### src/rtl/ex_div.sv
// Iterative restoring divider for the EX stage: one quotient bit per cycle,
// result packed {remainder, quotient} for the HI/LO write path.
module ex_div #(
  parameter int DATA_W = 32,
  parameter int CNT_W  = 6
) (
  input  logic                  clk,
  input  logic                  rst,
  input  logic                  signed_div_i,
  input  logic [DATA_W-1:0]     opdata1_i,
  input  logic [DATA_W-1:0]     opdata2_i,
  input  logic                  start_i,
  input  logic                  annul_i,
  output logic [2*DATA_W-1:0]   result_o,
  output logic                  ready_o
);

  typedef enum logic [1:0] {
    IDLE    = 2'b00,
    BY_ZERO = 2'b01,
    ON      = 2'b10,
    END     = 2'b11
  } state_t;

  localparam logic [CNT_W-1:0] CNT_LAST = CNT_W'(DATA_W);

  state_t             state;
  state_t             state_nxt;
  logic [CNT_W-1:0]   cnt;
  logic [2*DATA_W:0]  work;
  logic [DATA_W-1:0]  divisor_mag;
  logic               signed_q;
  logic               dividend_neg_q;
  logic               divisor_neg_q;

  logic               accept;
  logic               dividend_neg;
  logic               divisor_neg;
  logic [DATA_W-1:0]  dividend_mag;
  logic [DATA_W:0]    trial;
  logic [DATA_W-1:0]  quot_raw;
  logic [DATA_W-1:0]  rem_raw;
  logic [DATA_W-1:0]  quot_fix;
  logic [DATA_W-1:0]  rem_fix;

  assign accept = start_i && !annul_i;

  // Operand magnitudes are only taken for negative operands in signed mode.
  always_comb begin
    dividend_neg = signed_div_i & opdata1_i[DATA_W-1];
    divisor_neg  = signed_div_i & opdata2_i[DATA_W-1];
    dividend_mag = dividend_neg ? -opdata1_i : opdata1_i;
  end

  always_comb begin
    trial    = work[2*DATA_W:DATA_W] - {1'b0, divisor_mag};
    quot_raw = work[DATA_W-1:0];
    rem_raw  = work[2*DATA_W:DATA_W+1];
    quot_fix = (signed_q && (dividend_neg_q ^ divisor_neg_q)) ? -quot_raw : quot_raw;
    rem_fix  = (signed_q && dividend_neg_q) ? -rem_raw : rem_raw;
  end

  always_ff @(posedge clk or negedge rst) begin
    if (!rst) begin
      state <= IDLE;
    end else begin
      state <= state_nxt;
    end
  end

  always_comb begin
    state_nxt = state;
    case (state)
      IDLE: begin
        if (accept) begin
          state_nxt = (opdata2_i == '0) ? BY_ZERO : ON;
        end
      end
      BY_ZERO: state_nxt = END;
      ON: begin
        if (annul_i) begin
          state_nxt = IDLE;
        end else if (cnt == CNT_LAST) begin
          state_nxt = END;
        end
      end
      END: begin
        if (!start_i) begin
          state_nxt = IDLE;
        end
      end
      default: state_nxt = IDLE;
    endcase
  end

  // Datapath: operand capture, restoring iterations, sign fix-up and result hold.
  always_ff @(posedge clk or negedge rst) begin
    if (!rst) begin
      cnt            <= '0;
      work           <= '0;
      divisor_mag    <= '0;
      signed_q       <= 1'b0;
      dividend_neg_q <= 1'b0;
      divisor_neg_q  <= 1'b0;
      result_o       <= '0;
      ready_o        <= 1'b0;
    end else begin
      case (state)
        IDLE: begin
          result_o <= '0;
          ready_o  <= 1'b0;
          if (accept && (opdata2_i != '0)) begin
            cnt            <= '0;
            signed_q       <= signed_div_i;
            dividend_neg_q <= dividend_neg;
            divisor_neg_q  <= divisor_neg;
            divisor_mag    <= divisor_neg ? -opdata2_i : opdata2_i;
            work           <= {{DATA_W{1'b0}}, dividend_mag, 1'b0};
          end
        end
        BY_ZERO: begin
          result_o <= '0;
          ready_o  <= 1'b1;
        end
        ON: begin
          if (annul_i) begin
            cnt     <= '0;
            ready_o <= 1'b0;
          end else if (cnt != CNT_LAST) begin
            // A negative trial means the divisor did not fit: restore by plain shift.
            if (trial[DATA_W]) begin
              work <= {work[2*DATA_W-1:0], 1'b0};
            end else begin
              work <= {trial[DATA_W-1:0], work[DATA_W-1:0], 1'b1};
            end
            cnt <= cnt + 1'b1;
          end else begin
            result_o <= {rem_fix, quot_fix};
            ready_o  <= 1'b1;
            cnt      <= '0;
          end
        end
        END: begin
          if (!start_i) begin
            result_o <= '0;
            ready_o  <= 1'b0;
          end
        end
        default: begin
          result_o <= '0;
          ready_o  <= 1'b0;
        end
      endcase
    end
  end

endmodule
### config.mk
export PLATFORM = sky130hd
export DESIGN_NAME = ex_div
export DESIGN_NICKNAME = d
export VERILOG_FILES = /design/src/rtl/ex_div.sv
export SDC_FILE = /design/constraint.sdc
export NUM_CORES = 1
export LEC_CHECK = 0
export BUFFER_PORTS_ARGS = -buffer_cell sky130_fd_sc_hd__buf_2
export CORE_MARGIN = 4
export CORE_UTILIZATION = 45
export CTS_CLUSTER_SIZE = 24
export DETAILED_ROUTE_END_ITERATION = 16
export PLACE_DENSITY_LB_ADDON = 0.25
export SLEW_MARGIN = 10
export SYNTH_ARGS = -nofsm -noshare
export SYNTH_HDL_FRONTEND = slang
export SYNTH_SLANG_ARGS = --single-unit
export TNS_END_PERCENT = 1
### constraint.sdc
create_clock -name clk -period 2.7 [get_ports clk]
set_input_delay 0.81 -clock clk [delete_from_list [all_inputs] [get_ports clk]]
set_output_delay 0.81 -clock clk [all_outputs]
set_load 0.03 [all_outputs]
==> flow_summary.ini, run 1 <==
[status]
status = finished, violations left
failing_checks = negative setup slack

[route]
route.vias.total = 10450
drt-vias-per-instance = 5.280
met3WireLength_um = 1473
drt_wirelength_um = 31140
first_pass_iters = 5
final_antenna_net_count = 0
drc = 0
drt_iter0_markers = 726
highest_layer = met4
drt-met1-wl_um = 15970
routed_wire_length_per_instance_um = 15.74
met2WireLength_um = 13180

[synthesis]
total_nets_after_synthesis = 1455
post-synth-top-area-cell = sky130_fd_sc_hd__dfrtp_1
ys.warnings.count = 0
synth.top_cells.by_count = sky130_fd_sc_hd__nand2_1 (211), sky130_fd_sc_hd__o21ai_0 (192), sky130_fd_sc_hd__dfrtp_1 (173), sky130_fd_sc_hd__a21oi_1 (105), sky130_fd_sc_hd__nor2_1 (95)
synth_top_family_by_area = compound AO/OA/AOI/OAI gates
synth_compound_area_frac = 0.2121
post_synth_num_cell_types = 63
synth_xor_xnor_area_share = 0.1140
yosysSeqAreaShare = 0.3858
synth.top_cells.by_area = sky130_fd_sc_hd__dfrtp_1 (39%), sky130_fd_sc_hd__o21ai_0 (8.6%), sky130_fd_sc_hd__xor2_1 (7.3%)
synth-main-ff-cell = sky130_fd_sc_hd__dfrtp_1
synth_top_area_share = 0.3858
post-synth-top-count-cell = sky130_fd_sc_hd__nand2_1
synth.mux.area_fraction = 0.02888
synthSimpleGateAreaFrac = 0.1683
synthAdderAreaFrac = 0.04862
postSynthRegisterBits = 173
synth.avg_cell_area_sq_um = 8.355
mappedNetlistArea_sq_um = 11220
synth_edf_count = 0
postSynth.asyncResetShare = 1.000
cell_count_after_synthesis = 1343

[clocking]
tritoncts = yes
cts_num_sinks = 173
clock_insertion_delay_worst_skew_ns = 0.45
clock_tree.htree_level_count = 4
tritoncts.num_buffers = 17
clock-root-buffer = sky130_fd_sc_hd__clkbuf_16
cts-root-to-sink-buffers = 2
clk_pin_slew_worst_paths_ns = 0.08

[global_route]
antenna_violations_before_repair = 0
grt_usage = 0.2255
wire_length_of_the_first_global_routing_pass_um = 51930
maximum_number_of_pins_on_one_net_before_global_route_repair = 83
vias_in_the_first_global_route = 9986
overall_overflow_remaining_after_global_route = 0

[critical_path]
arrival_ns = 3.15
worst_path_largest_cell_delay_ns = 0.41
reg2regPathDepth = 13
crit_path_start_kind = flop
crit_chain = ha_4 -> fa_2 -> nand2b_4 -> a21oi_4 -> o21ai_2 -> o211ai_1 -> a21o_1 -> a31oi_4 -> xnor2_2 -> buf_6 -> clkbuf_16 -> mux2i_1 -> o21ai_1
nature_of_the_critical_path_endpoint = flop
cpLargestDelayFamily = compound AO/OA/AOI/OAI gates
ff2ff_setup_slack_ns = -0.11
path_max_fanout = 5
path_class = reg -> reg
cp_slowest_cell = sky130_fd_sc_hd__dfrtp_1
r2r-end = work[41]$_DFFE_PN0P_
critical_path.reg2reg.startpoint = divisor_mag[0]$_DFFE_PN0P_
critical_path_rt_ns = 3.04
cp_num_buf_inv = 2

[cells_and_area]
area_growth_syn_to_layout_pct = 30.06
design.final.nets = 1754
share_of_the_core_filled_with_cells_in_the_final_layout = 0.5983
layout.filler_cells = 2216
antennaDiodeCount = 0
final_layout_size_suffix_gt1_frac = 0.2604

[sta]
timing_max_transition_violations_final = 0
minimum_clock_period_after_layout_ns = 2.814
clock.fmax_mhz = 355.3
final_min_period_over_clock_period = 1.042
grt_setup_unrepaired = yes
final_count_of_hold_timing_violations = 0
setup_violations = 32
timing.setup.tns_ns = -2.107
worst_pin_slew_ns = 0.8461
worst_slew_margin_rel = 0.4360
timing.clock.skew_ns = 0.01632
setup_slack_ns = -0.1142
worst_hold_slack_ns = 0.2992

[floorplan]
die_area_sq_um = 27530
floorplan.die.height_um = 165.9
chipWidth_um = 165.9
fp.coreArea_sq_um = 24390
floorplan.initialDensity = 0.4600
fp-row-count = 57
io_pins = 134

[flow_run]
max-cap-violations = 0

[placement]
pre_cts_slack_ns = -0.4063
detailed_place_hpwl_um = 24050
place.gp.congestion = 0.9241
numPortBuffers = 133

[power_and_ir_drop]
power.density_cell_area_nw_per_um2 = 893.6
ir_worst_vdd_v = 0.0006324
p_leak_uw = 0.006985
design_power_total_uw = 13040

[min_path]
hp-class = in -> async
[layout make-up]
class / instances / area (sq um) / share of cell area
Sequential cell: 173 / 4330 / 0.2967
Timing Repair Buffer: 345 / 2371 / 0.1625
Tap cell: 324 / 405.4 / 0.02778
Inverter: 53 / 198.9 / 0.01363
Multi-Input combinational cell: 1052 / 6676 / 0.4575
Clock buffer: 17 / 425.4 / 0.02915
Clock inverter: 15 / 186.4 / 0.01277
[metal layers]
metal,up-vias,track usage
met2,235,0.3255
li1,5303,-
met1,4881,0.3539
met4,0,0.06205
met5,-,0
met3,31,0.02999
[state kept, by name, summed over array words and instances, names as in the netlist]
signal / count
work: 65
dividend_neg_q: 1
divisor_mag: 32
result_o: 64
ready_o: 1
cnt: 6
divisor_neg_q: 1
signed_q: 1
state: 2
[placed cells by master (no fill, tap or decap), types with 7 or more instances in the layout]
master                        n
sky130_fd_sc_hd__o21ai_0    161
sky130_fd_sc_hd__nand2b_1     8
sky130_fd_sc_hd__a21oi_1    102
sky130_fd_sc_hd__or4_1        7
sky130_fd_sc_hd__dfrtp_1    172
sky130_fd_sc_hd__buf_4      201
sky130_fd_sc_hd__xnor2_1     51
sky130_fd_sc_hd__mux2i_1     29
sky130_fd_sc_hd__a32oi_1      7
sky130_fd_sc_hd__nor2_1      95
sky130_fd_sc_hd__or3_1        8
sky130_fd_sc_hd__ha_1        40
sky130_fd_sc_hd__o41ai_1      8
sky130_fd_sc_hd__o21ai_1     30
sky130_fd_sc_hd__xor2_1      93
sky130_fd_sc_hd__a21o_1      17
sky130_fd_sc_hd__buf_2      132
sky130_fd_sc_hd__nor3_1      16
sky130_fd_sc_hd__nand2_1    210
sky130_fd_sc_hd__nor4_1       7
sky130_fd_sc_hd__a31oi_1      8
sky130_fd_sc_hd__and2_1       8
sky130_fd_sc_hd__clkbuf_16   18
sky130_fd_sc_hd__inv_1       52
sky130_fd_sc_hd__nand4_1      8
sky130_fd_sc_hd__nand3_1      8
sky130_fd_sc_hd__o31ai_1     39
[per-stage QoR]
| step | instance area [sq um] | std cells |
|---|---|---|
| after floorplan | 11300 | 1343 |
| after global placement | 13750 | 1944 |
| after detailed placement | 13750 | 1944 |
| final | 14590 | 1979 |
| after global routing | 14590 | 1979 |
| after CTS | 14440 | 1977 |
[report_power, final]
group | total (uW) | internal [uW] | leakage [uW] | switching, uW
clock | 2590 | 1340 | 0.000297 | 1250
sequential | 3970 | 3350 | 0.00227 | 624
combinational | 6470 | 2550 | 0.00442 | 3920
total | 13000 | 7240 | 0.00699 | 5800
[worst reg2reg max path: stages (launching register included)]
cell,delay [ns]
sky130_fd_sc_hd__dfrtp_1,0.41
sky130_fd_sc_hd__ha_4,0.18
sky130_fd_sc_hd__fa_2,0.36
sky130_fd_sc_hd__nand2b_4,0.16
sky130_fd_sc_hd__a21oi_4,0.16
sky130_fd_sc_hd__o21ai_2,0.09
sky130_fd_sc_hd__o211ai_1,0.23
sky130_fd_sc_hd__a21o_1,0.22
sky130_fd_sc_hd__a31oi_4,0.13
sky130_fd_sc_hd__xnor2_2,0.21
sky130_fd_sc_hd__buf_6,0.15
sky130_fd_sc_hd__clkbuf_16,0.14
sky130_fd_sc_hd__mux2i_1,0.20
sky130_fd_sc_hd__o21ai_1,0.07
[logic make-up after synthesis]
group | count (synthesis)
compound gates | 411
xor+xnor | 146
fa+ha+maj | 43
buf+inv | 118
flops | 173
mux | 32
simple gates | 420
[worst max path at each step]
stage                               start              endpoint  cells past startpoint
2_1_floorplan                opdata2_i[9]  work[27]$_DFFE_PN0P_                     12
3_3_place_gp                opdata1_i[13]  work[30]$_DFFE_PN0P_                     10
3_5_place_dp                opdata1_i[13]  work[30]$_DFFE_PN0P_                     10
5_1_grt        divisor_mag[0]$_DFFE_PN0P_  work[64]$_DFFE_PN0P_                     12
4_1_cts              work[32]$_DFFE_PN0P_  work[34]$_DFFE_PN0P_                     14
6_report       divisor_mag[0]$_DFFE_PN0P_  work[41]$_DFFE_PN0P_                     13
[what timing repair did]
action	4_1_cts	5_1_grt
gates cloned	0	1
pin swaps	7	10
hold buffers	0	0
gates resized for setup	45	24
setup buffers	1	1
setup endpoints to repair	39	81
No activity file was read; power rests on OpenSTA's default activity.
==> inputs of run 2 (changes only) <==
--- a/config.mk
+++ b/config.mk
@@ -10,7 +10,7 @@
 export CORE_UTILIZATION = 45
 export CTS_CLUSTER_SIZE = 24
 export DETAILED_ROUTE_END_ITERATION = 16
-export PLACE_DENSITY_LB_ADDON = 0.25
+export PLACE_DENSITY_LB_ADDON = 0.12
 export SLEW_MARGIN = 10
 export SYNTH_ARGS = -nofsm -noshare
 export SYNTH_HDL_FRONTEND = slang
==> run 2 against run 1 <==
The flow still finishes with violations (negative setup slack). Final area rose by 0.92%. Die area did not move. Non-clock buffer count rose by 16. Final cell count rose by 0.81%. Power rose by 0.31%. Utilization rose by 0.55 points. Maximum frequency fell by 1.3%. Clock skew fell by 0.0039 ns. Sequential cell count did not move. Via count rose by 0.51%.
==> flow_summary.ini, run 2 (synthesis results as in run 1) <==
[status]
status = finished, violations left
failing_checks = negative setup slack

[global_route]
grt_usage = 0.2249
antenna_violations_before_repair = 0
maximum_number_of_pins_on_one_net_before_global_route_repair = 83
wire_length_of_the_first_global_routing_pass_um = 51760
vias_in_the_first_global_route = 10200
overall_overflow_remaining_after_global_route = 0

[sta]
clock.fmax_mhz = 350.6
grt_setup_unrepaired = yes
setup_violations = 34
worst_slew_margin_rel = 0.4330
final_count_of_hold_timing_violations = 0
minimum_clock_period_after_layout_ns = 2.852
timing.clock.skew_ns = 0.01243
worst_pin_slew_ns = 0.8504
final_min_period_over_clock_period = 1.056
setup_slack_ns = -0.1519
timing_max_transition_violations_final = 0

[route]
first_pass_iters = 5
drt-vias-per-instance = 5.265
routed_wire_length_per_instance_um = 15.69
drc = 0
drt_wirelength_um = 31310
drt_iter0_markers = 688
route.vias.total = 10500
final_antenna_net_count = 0

[placement]
place.gp.congestion = 0.9323
pre_cts_slack_ns = -0.4103
place_area_sq_um = 13890
detailed_place_hpwl_um = 24490
numPortBuffers = 133
dp_cells = 1958

[power_and_ir_drop]
power.share.combinational = 0.504
ir_worst_vdd_v = 0.0007708
p_leak_uw = 0.007062
sw_ratio = 0.4456
switchingPower_uw = 5829
power.share.clock = 0.191
pwr-share-seq = 0.305
power.density_cell_area_nw_per_um2 = 888.2
internal_power_uw = 7251

[critical_path]
path_class = reg -> reg
critical_path_rt_ns = 3.02
crit_path_start_kind = flop
arrival_ns = 3.17
nature_of_the_critical_path_endpoint = flop
path_max_fanout = 8

[floorplan]
fp.coreArea_sq_um = 24390
io_pins = 134
chipWidth_um = 165.9
floorplan.die.height_um = 165.9
fp-row-count = 57
die_area_sq_um = 27530
floorplan.initialDensity = 0.4600

[cells_and_area]
final_layout_size_suffix_gt1_frac = 0.2669
non_filler_cells_final = 1995
post-route-cell-area_sq_um = 14730
antennaDiodeCount = 0
area_growth_syn_to_layout_pct = 31.26
design.final.nets = 1770
largest_register_ff_count = 65
layout_top_registers = work x65, result_o x64, divisor_mag x32
mostFrequentLayoutCells = sky130_fd_sc_hd__buf_4 (215), sky130_fd_sc_hd__nand2_1 (209), sky130_fd_sc_hd__dfrtp_1 (171)
share_of_the_core_filled_with_cells_in_the_final_layout = 0.6038
layout.cells.most_common = sky130_fd_sc_hd__buf_4
regMostFlops = work

[clocking]
tritoncts.num_buffers = 17
cts_num_sinks = 173
clock_tree.htree_level_count = 4
clock_insertion_delay_worst_skew_ns = 0.43
clock-root-buffer = sky130_fd_sc_hd__clkbuf_16
clk_pin_slew_worst_paths_ns = 0.08
tritoncts = yes
cts-root-to-sink-buffers = 2
post_cts_hold_buffer_count = 0

[min_path]
hp-class = in -> async

[flow_run]
max-cap-violations = 0
## run 2: what timing repair did
item | CTS | global route
pin swaps | 12 | 14
cloned | 1 | 0
buffers inserted | 0 | 4
endpoints found under the hold margin | 0 | 0
resized for setup | 29 | 33
setup endpoints to repair | 36 | 58
## run 2: metrics by stage
stage | total power (uW) | hold WS, ns | TNS (ns)
after floorplan | 7910 | 0.4498 | -2.706
after global placement | 10300 | 0.4552 | -17.48
after detailed placement | 10430 | 0.4602 | -24.99
after CTS | 13020 | 0.2941 | -3.383
after global routing | 14070 | 0.3088 | -7.719
final | 13080 | 0.2912 | -3.237
## run 2: power by group through the flow
stage | logic [uW] | clock network (uW) | registers [uW]
final | 6600 | 2500 | 3980
after global routing | 7310 | 2670 | 4090
after CTS | 6510 | 2550 | 3970
after detailed placement | 6410 | 0 | 4020
after global placement | 6330 | 0 | 3970
after floorplan | 3530 | 0 | 4380
## run 2: per-layer routing
layer / GRT usage / vias to the layer above / wire, um
li1: - / 5332 / -
met5: 0 / - / 0
met2: 0.3244 / 216 / 12990
met1: 0.3576 / 4921 / 16530
met4: 0.04986 / 0 / 428
met3: 0.03118 / 34 / 1354
## run 2: worst paths after layout
kind | startpoint | to | slack, ns | cells past startpoint
min | rst | result_o[12]$_DFFE_PN0P_ | 0.29 | 1
min reg2reg | result_o[38]$_DFFE_PN0P_ | result_o[38]$_DFFE_PN0P_ | 0.47 | 2
max | divisor_mag[0]$_DFFE_PN0P_ | work[54]$_DFFE_PN0P_ | -0.15 | 12
max in group asynchronous | rst | work[33]$_DFFE_PN0P_ | 1.74 | 2
min in group clk | result_o[38]$_DFFE_PN0P_ | result_o[38]$_DFFE_PN0P_ | 0.47 | 2
max reg2reg | divisor_mag[0]$_DFFE_PN0P_ | work[54]$_DFFE_PN0P_ | -0.15 | 12
## run 2: area by class of cell
cell class	count	area, sq um
timing repair buffer	361	2511
clock buffer	17	425.4
inverter	53	198.9
tap	324	405.4
multi-input combinational	1052	6679
sequential	173	4332
fill	2268	9663
clock inverter	15	176.4
## run 2: critical path, stage by stage, from the launching register on
cell and delay, ns:
sky130_fd_sc_hd__dfrtp_1 0.42, sky130_fd_sc_hd__ha_4 0.19, sky130_fd_sc_hd__fa_2 0.36, sky130_fd_sc_hd__nand2b_4 0.16
sky130_fd_sc_hd__a21oi_4 0.15, sky130_fd_sc_hd__o21ai_2 0.08, sky130_fd_sc_hd__o211ai_1 0.25, sky130_fd_sc_hd__a21o_1 0.22
sky130_fd_sc_hd__a31oi_4 0.14, sky130_fd_sc_hd__xnor2_4 0.24, sky130_fd_sc_hd__buf_6 0.20, sky130_fd_sc_hd__mux2i_1 0.25
sky130_fd_sc_hd__o21ai_1 0.08
